[src/rtl/seq_multiplier.sv]
// seq_multiplier: sequential shift-and-add multiplier with a start/busy/done
// handshake. Operands are captured on start. One multiplier bit is retired per
// clock, so CALC lasts exactly WIDTH cycles. The 2*WIDTH-bit product is then
// published together with a one-cycle done strobe.
//
// Optional feature macro: MULT_SIGNED_EN
//   defined   -> sgn is honoured: operands are loaded as magnitudes and the
//                result is negated when the operand signs differ.
//   undefined -> sgn is ignored and every operation is unsigned. The cycle
//                timing is the same in both builds.
//
// Reset is asynchronous and active-low on rst. It discards any operation in
// flight.

module seq_multiplier #(
    parameter int WIDTH = 4
) (
    input  logic                 clk,
    input  logic                 rst,
    input  logic                 start,
    input  logic                 sgn,
    input  logic [WIDTH-1:0]     multiplier,
    input  logic [WIDTH-1:0]     multiplicand,
    output logic                 busy,
    output logic                 done,
    output logic [2*WIDTH-1:0]   product
);

    // Counter just wide enough to reach WIDTH-1 (WIDTH is 2..32).
    localparam int CW = $clog2(WIDTH);
    localparam logic [CW-1:0] LAST_COUNT = CW'(WIDTH - 1);

    typedef enum logic [1:0] {
        IDLE = 2'd0,
        CALC = 2'd1,
        DONE = 2'd2
    } state_t;

    state_t              state;
    logic [WIDTH:0]      acc_hi;     // upper partial product plus carry bit
    logic [WIDTH-1:0]    mr;         // multiplier; low product bits shift in here
    logic [WIDTH-1:0]    md;         // multiplicand (as a magnitude in signed mode)
    logic [CW-1:0]       count;

    // Values captured when a start is accepted.
    logic [WIDTH-1:0]    load_mr;
    logic [WIDTH-1:0]    load_md;

    // One-step datapath. The add and the shift are folded into a single cycle.
    logic [WIDTH:0]      md_add;
    logic [WIDTH:0]      add_sum;
    logic [WIDTH:0]      acc_shift;
    logic [WIDTH-1:0]    mr_shift;
    logic [2*WIDTH-1:0]  final_raw;
    logic [2*WIDTH-1:0]  final_result;

`ifdef MULT_SIGNED_EN
    logic                neg;
    logic                load_neg;

    // Convert two's-complement operands to magnitudes. -2^(WIDTH-1) negates
    // to itself, and that bit pattern read as unsigned is the correct magnitude.
    always_comb begin
        load_mr  = multiplier;
        load_md  = multiplicand;
        load_neg = 1'b0;
        if (sgn) begin
            if (multiplier[WIDTH-1]) begin
                load_mr = -multiplier;
            end
            if (multiplicand[WIDTH-1]) begin
                load_md = -multiplicand;
            end
            load_neg = multiplier[WIDTH-1] ^ multiplicand[WIDTH-1];
        end
    end
`else
    // sgn has no meaning in the unsigned-only build.
    logic                sgn_unused;
    assign sgn_unused = sgn;

    // Operands are always loaded as they are.
    always_comb begin
        load_mr = multiplier;
        load_md = multiplicand;
    end
`endif

    // Conditional add of the multiplicand, then shift {carry, acc_hi, mr} right by one.
    always_comb begin
        md_add    = mr[0] ? {1'b0, md} : '0;
        add_sum   = acc_hi + md_add;
        acc_shift = {1'b0, add_sum[WIDTH:1]};
        mr_shift  = {add_sum[0], mr[WIDTH-1:1]};
        final_raw = {acc_shift[WIDTH-1:0], mr_shift};
    end

    // Sign correction of the completed magnitude product.
    always_comb begin
`ifdef MULT_SIGNED_EN
        final_result = neg ? -final_raw : final_raw;
`else
        final_result = final_raw;
`endif
    end

    // Control FSM and datapath registers. All outputs are registered.
    always_ff @(posedge clk or negedge rst) begin
        if (!rst) begin
            state   <= IDLE;
            acc_hi  <= '0;
            mr      <= '0;
            md      <= '0;
            count   <= '0;
            busy    <= 1'b0;
            done    <= 1'b0;
            product <= '0;
`ifdef MULT_SIGNED_EN
            neg     <= 1'b0;
`endif
        end else begin
            case (state)
                IDLE: begin
                    done <= 1'b0;
                    if (start) begin
                        mr     <= load_mr;
                        md     <= load_md;
                        acc_hi <= '0;
                        count  <= '0;
`ifdef MULT_SIGNED_EN
                        neg    <= load_neg;
`endif
                        busy   <= 1'b1;
                        state  <= CALC;
                    end
                end
                CALC: begin
                    acc_hi <= acc_shift;
                    mr     <= mr_shift;
                    count  <= count + 1'b1;
                    // The last step publishes the product in the same edge.
                    // done is then high during the DONE cycle.
                    if (count == LAST_COUNT) begin
                        product <= final_result;
                        done    <= 1'b1;
                        state   <= DONE;
                    end
                end
                DONE: begin
                    // start is ignored here. A held start is taken on the next edge.
                    done  <= 1'b0;
                    busy  <= 1'b0;
                    state <= IDLE;
                end
                default: begin
                    done  <= 1'b0;
                    busy  <= 1'b0;
                    state <= IDLE;
                end
            endcase
        end
    end

endmodule

[config.mk]
export PLATFORM = sky130hd
export DESIGN_NAME = seq_multiplier
export DESIGN_NICKNAME = d
export VERILOG_FILES = /design/src/rtl/seq_multiplier.sv
export SDC_FILE = /design/constraint.sdc
export NUM_CORES = 1
export LEC_CHECK = 0
export ABC_CLOCK_PERIOD_IN_PS = 1700
export CAP_MARGIN = 20
export CELL_PAD_IN_SITES_DETAIL_PLACEMENT = 1
export CELL_PAD_IN_SITES_GLOBAL_PLACEMENT = 2
export CORE_ASPECT_RATIO = 0.75
export CORE_MARGIN = 5
export CORE_UTILIZATION = 32
export CTS_BUF_LIST = sky130_fd_sc_hd__clkbuf_4 sky130_fd_sc_hd__clkbuf_8
export DETAILED_ROUTE_END_ITERATION = 7
export PLACE_DENSITY = 0.88
export SYNTH_ARGS = -nofsm -noshare
export SYNTH_HDL_FRONTEND = slang
export SYNTH_SLANG_ARGS = --single-unit
[constraint.sdc]
create_clock -name clk -period 1.7 [get_ports clk]
set_clock_uncertainty 0.2 [all_clocks]
set_input_delay 0.425 -clock clk [delete_from_list [all_inputs] [get_ports clk]]
set_output_delay 0.425 -clock clk [all_outputs]
set_load 0.1 [all_outputs]
Word level (Yosys, flattened, before mapping) --
Index checks and enable logic that the tools add are counted.
Word-level totals: register bits 27, output and inout bits 10
Cells by class: add/sub/neg operators 2, equality and inequality tests 4, multiplexer cells 14, bitwise gates (word level) 1, reductions and logical operators 7
Operator list (count):
- 5-bit case mux with 2 select lines | 1
- 2-bit AND reduction | 5
- 4-bit 2-to-1 mux | 2
- 2-bit case mux with 2 select lines | 2
- 4-bit case mux with 2 select lines | 1
- 2-bit 2-to-1 mux | 3
- 5-bit by 4-bit adder with 5-bit output | 1
- 5-bit 2-to-1 mux | 1
- 2-bit != test, second input constant | 2
- 1-bit 2-to-1 mux | 3
- 2-bit by 1-bit adder with 2-bit output, second input constant | 1
- 2-bit by 1-bit == test with 1-bit output, second input constant | 1
- 2-bit == test, second input constant | 1
- 2-bit logical NOT | 1
- 1-bit case mux with 2 select lines | 1
- 2-bit nonzero test | 1
- 1-bit inverter | 1

Longest topological paths before layout --
Gate-level depths: netlist (run 1).
depth after elaboration 3, mapped depth 6

Worst setup path before layout (run 1) --
Ideal clock, no wire load.
path type register to register, start point register mr[0], end point register product[7], arrival time 1495 ps, required time 1371 ps, path slack -123 ps, cell stages (with the launch flop) 7, period minus slack after synthesis 1823 ps, cells stage by stage dfrtp_1 and2_1 ha_1 fa_1 a21o_1 a21oi_1 o21ai_0
Between the ends: cells in the longest elaborated chain, start to end 2
Ends and longest elaborated chain:
- from (decl) | RTL line 41 | logic [WIDTH-1:0] mr;
- from (signal assigned) | RTL line 126 | mr <= load_mr;
- from (signal assigned) | RTL line 139 | mr <= mr_shift;
- 4-bit 2-to-1 mux | RTL line 91 | md_add = mr[0] ? {1'b0, md} : '0;
- 5-bit by 4-bit adder with 5-bit output | RTL line 92 | add_sum = acc_hi + md_add;
- to (signal assigned) | RTL line 144 | product <= final_result;
- to (decl) | RTL line 26 | output logic [2*WIDTH-1:0] product
Every way passes these cells. A chain may end at the register's enable or synchronous reset.

Worst setup path after layout (run 1) --
start point register mr[0], end point register acc_hi[3]
Between the ends: cells in the longest elaborated chain, start to end 3
Ends and longest elaborated chain:
- 4-bit 2-to-1 mux | RTL line 91
- 5-bit by 4-bit adder with 5-bit output | RTL line 92
- 5-bit case mux with 2 select lines | RTL line 122 | case (state)
- to (signal assigned) | RTL line 138 | acc_hi <= acc_shift;
- to (decl) | RTL line 40 | logic [WIDTH:0] acc_hi;
Every way passes these cells.

==> impl_results.html, run 1 <==
<table>
<tr><th>Metric</th><th>Value</th></tr>
<tr><th colspan="2">Route</th></tr>
<tr><td>Number of design-rule violations left by the first detailed-router iteration</td><td>24</td></tr>
<tr><td>Routed Antenna Nets</td><td>0</td></tr>
<tr><td>DRC violations left</td><td>0</td></tr>
<tr><td>Drt total wl</td><td>2880 microns</td></tr>
<tr><td>1st-pass router iterations</td><td>2</td></tr>
<tr><td>Via density per instance</td><td>4.67</td></tr>
<tr><td>Per-cell routed wire length</td><td>15.5 microns</td></tr>
<tr><td>Detailed-route via count</td><td>868</td></tr>
<tr><th colspan="2">Placement</th></tr>
<tr><td>Placed Area</td><td>0.00165 sq mm</td></tr>
<tr><td>RD Place Congestion</td><td>0.747</td></tr>
<tr><td>Count of port buffers added during placement</td><td>20</td></tr>
<tr><td>Worst slack, placed</td><td>-253 ps</td></tr>
<tr><td>Dpl hpwl</td><td>2200 microns</td></tr>
<tr><th colspan="2">Cells and area</th></tr>
<tr><td>Number of nets in the layout</td><td>153</td></tr>
<tr><td>Share of cells above drive strength 1</td><td>37.3%</td></tr>
<tr><td>Final antenna diode count</td><td>0</td></tr>
<tr><td>Highest-count cells in the layout ignoring fill and taps</td><td>sky130_fd_sc_hd__dfrtp_1 (26), sky130_fd_sc_hd__nand2_1 (11), sky130_fd_sc_hd__buf_12 (11), sky130_fd_sc_hd__buf_4 (11), sky130_fd_sc_hd__clkdlybuf4s50_1 (9)</td></tr>
<tr><td>Final instance area</td><td>0.00179 sq mm</td></tr>
<tr><td>Commonest non-fill, non-tap cell in the layout</td><td>sky130_fd_sc_hd__dfrtp_1</td></tr>
<tr><td>Layout filler cell count</td><td>375</td></tr>
<tr><td>Syn-to-layout area delta</td><td>48.5%</td></tr>
<tr><th colspan="2">Synth</th></tr>
<tr><td>Portion of synthesized cell area occupied by the leading cell type</td><td>54.1%</td></tr>
<tr><td>Flip-flop and latch count after synthesis</td><td>26</td></tr>
<tr><td>Cell taking the most area after synthesis</td><td>sky130_fd_sc_hd__dfrtp_1</td></tr>
<tr><td>Main area contributors after synthesis</td><td>sky130_fd_sc_hd__dfrtp_1 (54%), sky130_fd_sc_hd__mux2_2 (5.6%), sky130_fd_sc_hd__ha_1 (5.2%)</td></tr>
<tr><td>Synthesized Nets</td><td>118</td></tr>
<tr><td>Post-synth EDFFs</td><td>0</td></tr>
<tr><td>Syn Std Cell Area</td><td>0.00120 sq mm</td></tr>
<tr><td>Count of warnings emitted by yosys</td><td>0</td></tr>
<tr><td>Fraction of synthesis flops using an asynchronous set or reset pin</td><td>100%</td></tr>
<tr><td>Unique cell type count in the Yosys netlist</td><td>27</td></tr>
<tr><td>Mapped Avg Cell Area</td><td>12.0 sq um</td></tr>
<tr><td>Sequential-to-total area share from yosys stat</td><td>54.1%</td></tr>
<tr><td>Most frequently used flop master after synthesis</td><td>sky130_fd_sc_hd__dfrtp_1</td></tr>
<tr><td>Cells after Synth</td><td>100</td></tr>
<tr><th colspan="2">Global routing</th></tr>
<tr><td>Total congestion overflow</td><td>0</td></tr>
<tr><td>Maximum number of pins on one net before global-route repair</td><td>27</td></tr>
<tr><td>Number of antenna violations at the first check in global routing</td><td>0</td></tr>
<tr><td>Wire length of the first global-routing pass</td><td>4970 microns</td></tr>
<tr><td>Vias in the first global route</td><td>979</td></tr>
<tr><td>Global-route usage over all layers</td><td>12.5%</td></tr>
<tr><th colspan="2">Timing</th></tr>
<tr><td>Final setup viols</td><td>8</td></tr>
<tr><td>RSZ-0062 raised after global routing</td><td>true</td></tr>
<tr><td>Max-slew headroom</td><td>82.0%</td></tr>
<tr><td>Transition time at the pin with the least slew margin</td><td>268 ps</td></tr>
<tr><td>Final clock period utilization by the worst path</td><td>106%</td></tr>
<tr><td>Max Transition Viols Final</td><td>0</td></tr>
<tr><td>Worst Slack Setup Final</td><td>-110 ps</td></tr>
<tr><td>Final critical-path required period</td><td>1810 ps</td></tr>
<tr><td>Final Hold Vio Count</td><td>0</td></tr>
<tr><td>Maximum clock frequency</td><td>552 MHz</td></tr>
<tr><th colspan="2">Floorplanning</th></tr>
<tr><td>Core Box Area</td><td>0.00364 sq mm</td></tr>
<tr><td>Floorplan die area</td><td>0.00510 sq mm</td></tr>
<tr><td>Initial Utilization</td><td>33.1%</td></tr>
<tr><td>Number of placement rows</td><td>19</td></tr>
<tr><td>Die Ht</td><td>63.1 microns</td></tr>
<tr><td>Die Span X</td><td>80.8 microns</td></tr>
<tr><td># IOs</td><td>22</td></tr>
<tr><th colspan="2">Setup path</th></tr>
<tr><td>Startpoint Class</td><td>flop</td></tr>
<tr><td>Setup slack on the worst flop-to-flop path</td><td>-110 ps</td></tr>
<tr><td>Critical path type</td><td>flop to flop</td></tr>
<tr><td>Data arrival time at the worst-slack endpoint</td><td>1770 ps</td></tr>
<tr><td>R2R cell count</td><td>6</td></tr>
<tr><td>Worst reg2reg startpoint</td><td>mr[0]</td></tr>
<tr><td>Type of element capturing the critical path</td><td>flop</td></tr>
<tr><td>Maximum fanout encountered on the critical timing path</td><td>3</td></tr>
<tr><td>End of the worst register-to-register path</td><td>acc_hi[3]</td></tr>
<tr><td>Critical Path RT</td><td>1660 ps</td></tr>
<tr><th colspan="2">Status</th></tr>
<tr><td>Result of the run</td><td>complete, but fails checks</td></tr>
<tr><td>Failing checks</td><td>negative setup slack</td></tr>
<tr><th colspan="2">Clock tree</th></tr>
<tr><td>Source-to-sink clock delay at the later pin of the worst-skew pair</td><td>270 ps</td></tr>
<tr><td>Maximum buffer depth of the clock tree</td><td>2</td></tr>
<tr><td>TritonCTS sink count</td><td>26</td></tr>
<tr><td>Root buffer cell</td><td>sky130_fd_sc_hd__clkbuf_8</td></tr>
<tr><td>Clock edge transition at the registers on the reported setup and hold paths</td><td>90 ps</td></tr>
<tr><td>CTS tree</td><td>done</td></tr>
<tr><td>Htree depth</td><td>1</td></tr>
<tr><td>Clock buffer count from CTS</td><td>3</td></tr>
<tr><th colspan="2">Pwr</th></tr>
<tr><td>Worst vdd rail ir drop</td><td>0.926 mV</td></tr>
<tr><td>Leakage</td><td>0.829 nW</td></tr>
<tr><td>Power density normalized to cell area</td><td>2060 mW/mm^2</td></tr>
<tr><th colspan="2">Worst hold path</th></tr>
<tr><td>Hold Crit Class</td><td>input port to asynchronous set/reset pin</td></tr>
<tr><th colspan="2">Job</th></tr>
<tr><td>Number of max-cap violations</td><td>0</td></tr>
</table>
worst max path at each step:
| stage | slack [ps] | endpoint | depth (start not counted) | start |
|---|---|---|---|---|
| CTS | -110 | acc_hi[3] | 6 | mr[0] |
| finish | -110 | acc_hi[3] | 6 | mr[0] |
| floorplan | -30 | product[7] | 6 | mr[0] |
| global placement | -220 | md[0] | 4 | start |
| detailed placement | -250 | md[0] | 4 | start |
| global route | -180 | acc_hi[3] | 6 | mr[0] |
flip-flops by register name (all words and copies together) (netlist names):
name,flops
acc_hi,4
busy,1
count,2
done,1
md,4
mr,4
product,8
state,2
report_power, final:
group          internal, mW  total (mW)  switching, mW  leakage [nW]
clock network         0.207       0.398          0.191        0.0288
registers             0.872        1.12          0.245         0.329
logic                 0.975        2.18           1.20         0.471
total                  2.05        3.69           1.64         0.829
cells by family (layout without fill, tap and decap cells):
kind of cell / count (synthesis) / after routing / share of synthesized area [%]
compound gates: 23 / 23 / 11.7
flops: 26 / 26 / 54.1
buf+inv: 5 / 39 / 2.60
xor+xnor: 1 / 1 / 0.728
mux: 9 / 9 / 9.35
simple gates: 30 / 30 / 14.7
fa+ha+maj: 6 / 6 / 6.86
critical path, stage by stage (launching register included):
cell                      delay (ps)
sky130_fd_sc_hd__dfrtp_1         430
sky130_fd_sc_hd__and2_4          170
sky130_fd_sc_hd__ha_4            160
sky130_fd_sc_hd__fa_2            350
sky130_fd_sc_hd__a21o_1          180
sky130_fd_sc_hd__a21oi_2         150
sky130_fd_sc_hd__o21ai_1          80
through the flow:
stage / setup TNS [ps] / instances / power [mW] / util, % / hold slack (ps)
floorplan: -58.3 / 100 / 2.35 / - / -70.6
global placement: -1460 / 180 / 3.08 / 45.3 / 276
detailed placement: -2050 / 180 / 3.16 / 45.3 / 286
CTS: -465 / 184 / 3.66 / 47.9 / 306
global route: -1060 / 186 / 3.90 / 49.2 / 322
finish: -536 / 186 / 3.69 / 49.2 / 302
repair_timing:
action / in CTS / in global routing
hold buffers: 0 / 0
endpoints found under the setup margin: 8 / 12
pin swaps: 2 / 5
setup buffers: 0 / 2
gates resized for setup: 9 / 7
synth_stat cells, types with 2 or more instances:
cell type and number:
sky130_fd_sc_hd__nor2_1 5, sky130_fd_sc_hd__o31ai_1 2, sky130_fd_sc_hd__dfrtp_1 26, sky130_fd_sc_hd__ha_1 5, sky130_fd_sc_hd__inv_1 2, sky130_fd_sc_hd__mux2_2 6, sky130_fd_sc_hd__and3b_1 4, sky130_fd_sc_hd__nor2b_4 2
sky130_fd_sc_hd__nand2_1 11, sky130_fd_sc_hd__a21oi_1 6, sky130_fd_sc_hd__o21ai_0 9, sky130_fd_sc_hd__and2_1 4, sky130_fd_sc_hd__mux2_4 3, sky130_fd_sc_hd__a22o_1 2
area by class of cell:
class	count	area [sq um]	area share [%]
flip-flops and latches	26	651	36.4
inverters	2	7.51	0.420
repair buffers	33	417	23.3
well taps	52	65.1	3.64
clock buffers	4	55.1	3.08
multi-input cells	69	593	33.2
metal layers:
layer	up-vias	share of wire (%)	track usage, %
li1	416	-	-
met1	436	47	17.0
met2	14	47	19.8
met3	2	5.5	3.99
met4	0	0.45	1.90
met5	-	0	0
No activity file was read; power rests on OpenSTA's default activity.
==> inputs of run 2 (changes only) <==
==> constraint.sdc (replaced) <==
create_clock -name clk -period 1.7 [get_ports clk]
set_clock_uncertainty 0.2 [all_clocks]
set_input_delay 0.425 -clock clk [delete_from_list [all_inputs] [get_ports clk]]
set_output_delay 0.425 -clock clk [all_outputs]
set_load 0.02 [all_outputs]
==> run 2 against run 1 <==
The run still ends with negative setup slack left; die area is the same; clock power fell by 15%; sequential power fell by 6%; flip-flop and latch count unchanged; non-clock buffer count is 1 lower; worst hold slack improved by 2.8 ps; register-to-register slack hardly changed; largest power group unchanged.
==> impl_results.html, run 2 (synthesis results as in run 1) <==
<table>
<tr><th>Metric</th><th>Value</th></tr>
<tr><th colspan="2">Placement</th></tr>
<tr><td>RD Place Congestion</td><td>0.769 (was 0.747)</td></tr>
<tr><td>Placed Area</td><td>0.00155 sq mm (was 0.00165 sq mm)</td></tr>
<tr><td>Cells after DPL</td><td>180 (unchanged)</td></tr>
<tr><td>Dpl hpwl</td><td>2140 microns (was 2200 microns)</td></tr>
<tr><td>Count of port buffers added during placement</td><td>20 (unchanged)</td></tr>
<tr><th colspan="2">Cells and area</th></tr>
<tr><td>Count of placed standard cells in the final layout, fillers left out</td><td>184 (was 186)</td></tr>
<tr><td>Largest Register</td><td>product (unchanged)</td></tr>
<tr><td>Final instance area</td><td>0.00167 sq mm (was 0.00179 sq mm)</td></tr>
<tr><td>Syn-to-layout area delta</td><td>38.5% (was 48.5%)</td></tr>
<tr><td>Final antenna diode count</td><td>0 (unchanged)</td></tr>
<tr><td>Share of cells above drive strength 1</td><td>31.1% (was 37.3%)</td></tr>
<tr><td>Number of nets in the layout</td><td>152 (was 153)</td></tr>
<tr><td>Flip-flop count of the largest register, all copies and words added</td><td>8 (unchanged)</td></tr>
<tr><td>Commonest non-fill, non-tap cell in the layout</td><td>sky130_fd_sc_hd__dfrtp_1 (unchanged)</td></tr>
<tr><td>Highest-count cells in the layout ignoring fill and taps</td><td>sky130_fd_sc_hd__dfrtp_1 (26), sky130_fd_sc_hd__nand2_1 (11), sky130_fd_sc_hd__clkdlybuf4s50_1 (10), sky130_fd_sc_hd__dlygate4sd2_1 (10), sky130_fd_sc_hd__buf_4 (10) (was sky130_fd_sc_hd__dfrtp_1 (26), sky130_fd_sc_hd__nand2_1 (11), sky130_fd_sc_hd__buf_12 (11), sky130_fd_sc_hd__buf_4 (11), sky130_fd_sc_hd__clkdlybuf4s50_1 (9))</td></tr>
<tr><th colspan="2">Global routing</th></tr>
<tr><td>Total congestion overflow</td><td>0 (unchanged)</td></tr>
<tr><td>Global-route usage over all layers</td><td>12.5% (about the same)</td></tr>
<tr><td>Vias in the first global route</td><td>1008 (was 979)</td></tr>
<tr><td>Number of antenna violations at the first check in global routing</td><td>0 (unchanged)</td></tr>
<tr><td>Maximum number of pins on one net before global-route repair</td><td>27 (unchanged)</td></tr>
<tr><td>Wire length of the first global-routing pass</td><td>4910 microns (was 4970 microns)</td></tr>
<tr><th colspan="2">Setup path</th></tr>
<tr><td>Critical Path RT</td><td>1660 ps (about the same)</td></tr>
<tr><td>End of the worst register-to-register path</td><td>product[7] (was acc_hi[3])</td></tr>
<tr><td>Setup slack on the worst flop-to-flop path</td><td>-100 ps (was -110 ps)</td></tr>
<tr><td>Worst reg2reg startpoint</td><td>mr[0] (unchanged)</td></tr>
<tr><td>Maximum fanout encountered on the critical timing path</td><td>3 (unchanged)</td></tr>
<tr><td>Buffering stage count on the worst path with inverters included</td><td>0 (unchanged)</td></tr>
<tr><td>Type of element capturing the critical path</td><td>flop (unchanged)</td></tr>
<tr><td>Data arrival time at the worst-slack endpoint</td><td>1760 ps (was 1770 ps)</td></tr>
<tr><td>Cell with the largest stage delay on the worst path</td><td>sky130_fd_sc_hd__dfrtp_1 (unchanged)</td></tr>
<tr><td>Largest stage delay on the critical path</td><td>410 ps (was 430 ps)</td></tr>
<tr><td>CP cell instances</td><td>and2_4 &gt; ha_4 &gt; fa_2 &gt; a21o_1 &gt; a21oi_2 &gt; o21ai_1 (unchanged)</td></tr>
<tr><td>Critical path type</td><td>flop to flop (unchanged)</td></tr>
<tr><td>R2R cell count</td><td>6 (unchanged)</td></tr>
<tr><td>Critical path's top delay family</td><td>adder cells (unchanged)</td></tr>
<tr><td>Startpoint Class</td><td>flop (unchanged)</td></tr>
<tr><th colspan="2">Route</th></tr>
<tr><td>Via density per instance</td><td>4.76 (was 4.67)</td></tr>
<tr><td>Per-cell routed wire length</td><td>15.7 microns (was 15.5 microns)</td></tr>
<tr><td>Drt total wl</td><td>2890 microns (was 2880 microns)</td></tr>
<tr><td>Routed Antenna Nets</td><td>0 (unchanged)</td></tr>
<tr><td>DRC violations left</td><td>0 (unchanged)</td></tr>
<tr><td>Detailed-route via count</td><td>876 (was 868)</td></tr>
<tr><td>Number of design-rule violations left by the first detailed-router iteration</td><td>11 (was 24)</td></tr>
<tr><td>1st-pass router iterations</td><td>2 (unchanged)</td></tr>
<tr><th colspan="2">Job</th></tr>
<tr><td>Number of max-cap violations</td><td>0 (unchanged)</td></tr>
<tr><th colspan="2">Timing</th></tr>
<tr><td>Final clock period utilization by the worst path</td><td>106% (about the same)</td></tr>
<tr><td>Final setup viols</td><td>7 (was 8)</td></tr>
<tr><td>Max-slew headroom</td><td>81.6% (was 82.0%)</td></tr>
<tr><td>Final critical-path required period</td><td>1800 ps (was 1810 ps)</td></tr>
<tr><td>Final Hold Vio Count</td><td>0 (unchanged)</td></tr>
<tr><td>Worst Slack Setup Final</td><td>-100 ps (was -110 ps)</td></tr>
<tr><td>RSZ-0062 raised after global routing</td><td>true (unchanged)</td></tr>
<tr><td>Max Transition Viols Final</td><td>0 (unchanged)</td></tr>
<tr><td>Transition time at the pin with the least slew margin</td><td>274 ps (was 268 ps)</td></tr>
<tr><td>Maximum clock frequency</td><td>556 MHz (was 552 MHz)</td></tr>
<tr><th colspan="2">Clock tree</th></tr>
<tr><td>CTS tree</td><td>done (unchanged)</td></tr>
<tr><td>Source-to-sink clock delay at the later pin of the worst-skew pair</td><td>270 ps (about the same)</td></tr>
<tr><td>Clock buffer count from CTS</td><td>3 (unchanged)</td></tr>
<tr><td>Clock edge transition at the registers on the reported setup and hold paths</td><td>90 ps (about the same)</td></tr>
<tr><td>Root buffer cell</td><td>sky130_fd_sc_hd__clkbuf_8 (unchanged)</td></tr>
<tr><td>Maximum buffer depth of the clock tree</td><td>2 (unchanged)</td></tr>
<tr><td>Hold Buf Count CTS</td><td>0 (unchanged)</td></tr>
<tr><td>Htree depth</td><td>1 (unchanged)</td></tr>
<tr><td>TritonCTS sink count</td><td>26 (unchanged)</td></tr>
<tr><th colspan="2">Floorplanning</th></tr>
<tr><td>Number of placement rows</td><td>19 (unchanged)</td></tr>
<tr><td>Die Ht</td><td>63.1 microns (unchanged)</td></tr>
<tr><td>Floorplan die area</td><td>0.00510 sq mm (unchanged)</td></tr>
<tr><td># IOs</td><td>22 (unchanged)</td></tr>
<tr><td>Die Span X</td><td>80.8 microns (unchanged)</td></tr>
<tr><td>Initial Utilization</td><td>33.1% (unchanged)</td></tr>
<tr><td>Core Box Area</td><td>0.00364 sq mm (unchanged)</td></tr>
<tr><th colspan="2">Worst hold path</th></tr>
<tr><td>Hold Crit Class</td><td>input port to asynchronous set/reset pin (unchanged)</td></tr>
<tr><th colspan="2">Status</th></tr>
<tr><td>Failing checks</td><td>negative setup slack (unchanged)</td></tr>
<tr><td>Result of the run</td><td>complete, but fails checks (unchanged)</td></tr>
<tr><th colspan="2">Pwr</th></tr>
<tr><td>Worst vdd rail ir drop</td><td>0.665 mV (was 0.926 mV)</td></tr>
<tr><td>Power density normalized to cell area</td><td>1660 mW/mm^2 (was 2060 mW/mm^2)</td></tr>
<tr><td>Leakage</td><td>0.782 nW (was 0.829 nW)</td></tr>
</table>
==> run 2: cell types whose count changed in the layout (fill, tap and decap cells not counted), moves of 2 or more <==
cell,delta
sky130_fd_sc_hd__dlygate4sd2_1,+10
sky130_fd_sc_hd__mux2_4,-3
sky130_fd_sc_hd__o31ai_1,-2
sky130_fd_sc_hd__mux2_2,+3
sky130_fd_sc_hd__buf_12,-10
sky130_fd_sc_hd__o31ai_2,+2
==> run 2: through the flow <==
stage               TNS, ps  hold WS, ps  util (%)  total power, mW  setup slack [ps]
CTS                    -354          307      45.1             2.74             -92.3
global placement      -1440          264      42.6             2.26              -215
finish                 -389          305      45.8             2.76              -100
floorplan             -54.9        -70.6         -             1.79             -24.5
detailed placement    -2090          284      42.6             2.33              -259
global route           -920          312      45.8             2.98              -162
==> run 2: per-layer routing <==
layer | vias to the layer above | global-route usage [%] | part of all wire, %
li1 | 413 | - | -
met1 | 448 | 16.8 | 47
met2 | 15 | 20.3 | 48
met3 | 0 | 4.42 | 4.8
met4 | 0 | 0.633 | 0
met5 | - | 0 | 0
==> run 2: worst max path at each step <==
stage | end | cells past startpoint | from
after floorplan | acc_hi[3] | 6 | mr[0]
after global routing | product[7] | 6 | mr[0]
after CTS | product[7] | 6 | mr[0]
after detailed placement | md[1] | 4 | start
after global placement | md[0] | 4 | start
final | product[7] | 6 | mr[0]
==> run 2: repair_timing <==
| action | 4_1_cts | 5_1_grt |
|---|---|---|
| pin swaps | 7 | 5 |
| setup endpoints to repair | 18 | 11 |
| setup buffers | 1 | 0 |
| gates resized for setup | 21 | 6 |
==> run 2: cell type report <==
cell class              count  area (sq um)
fillers                   401          1970
well taps                  52          65.1
multi-input cells          69           608
clock buffers               3          41.3
inverters                   2          7.51
flip-flops and latches     26           651
repair buffers             32           294
==> run 2: where the power goes <==
group          switching (mW)  internal [mW]
sequential              0.183          0.871
combinational           0.664          0.704
clock                   0.180          0.159
total                    1.03           1.73
==> inputs of run 3 (changes only) <==
--- a/config.mk
+++ b/config.mk
@@ -14,6 +14,7 @@
 export CORE_UTILIZATION = 32
 export CTS_BUF_LIST = sky130_fd_sc_hd__clkbuf_4 sky130_fd_sc_hd__clkbuf_8
 export DETAILED_ROUTE_END_ITERATION = 7
+export HOLD_SLACK_MARGIN = 0.1
 export PLACE_DENSITY = 0.88
 export SYNTH_ARGS = -nofsm -noshare
 export SYNTH_HDL_FRONTEND = slang
==> results of run 3 <==
The final DEF is identical to that of run 2; final timing and power are the same.
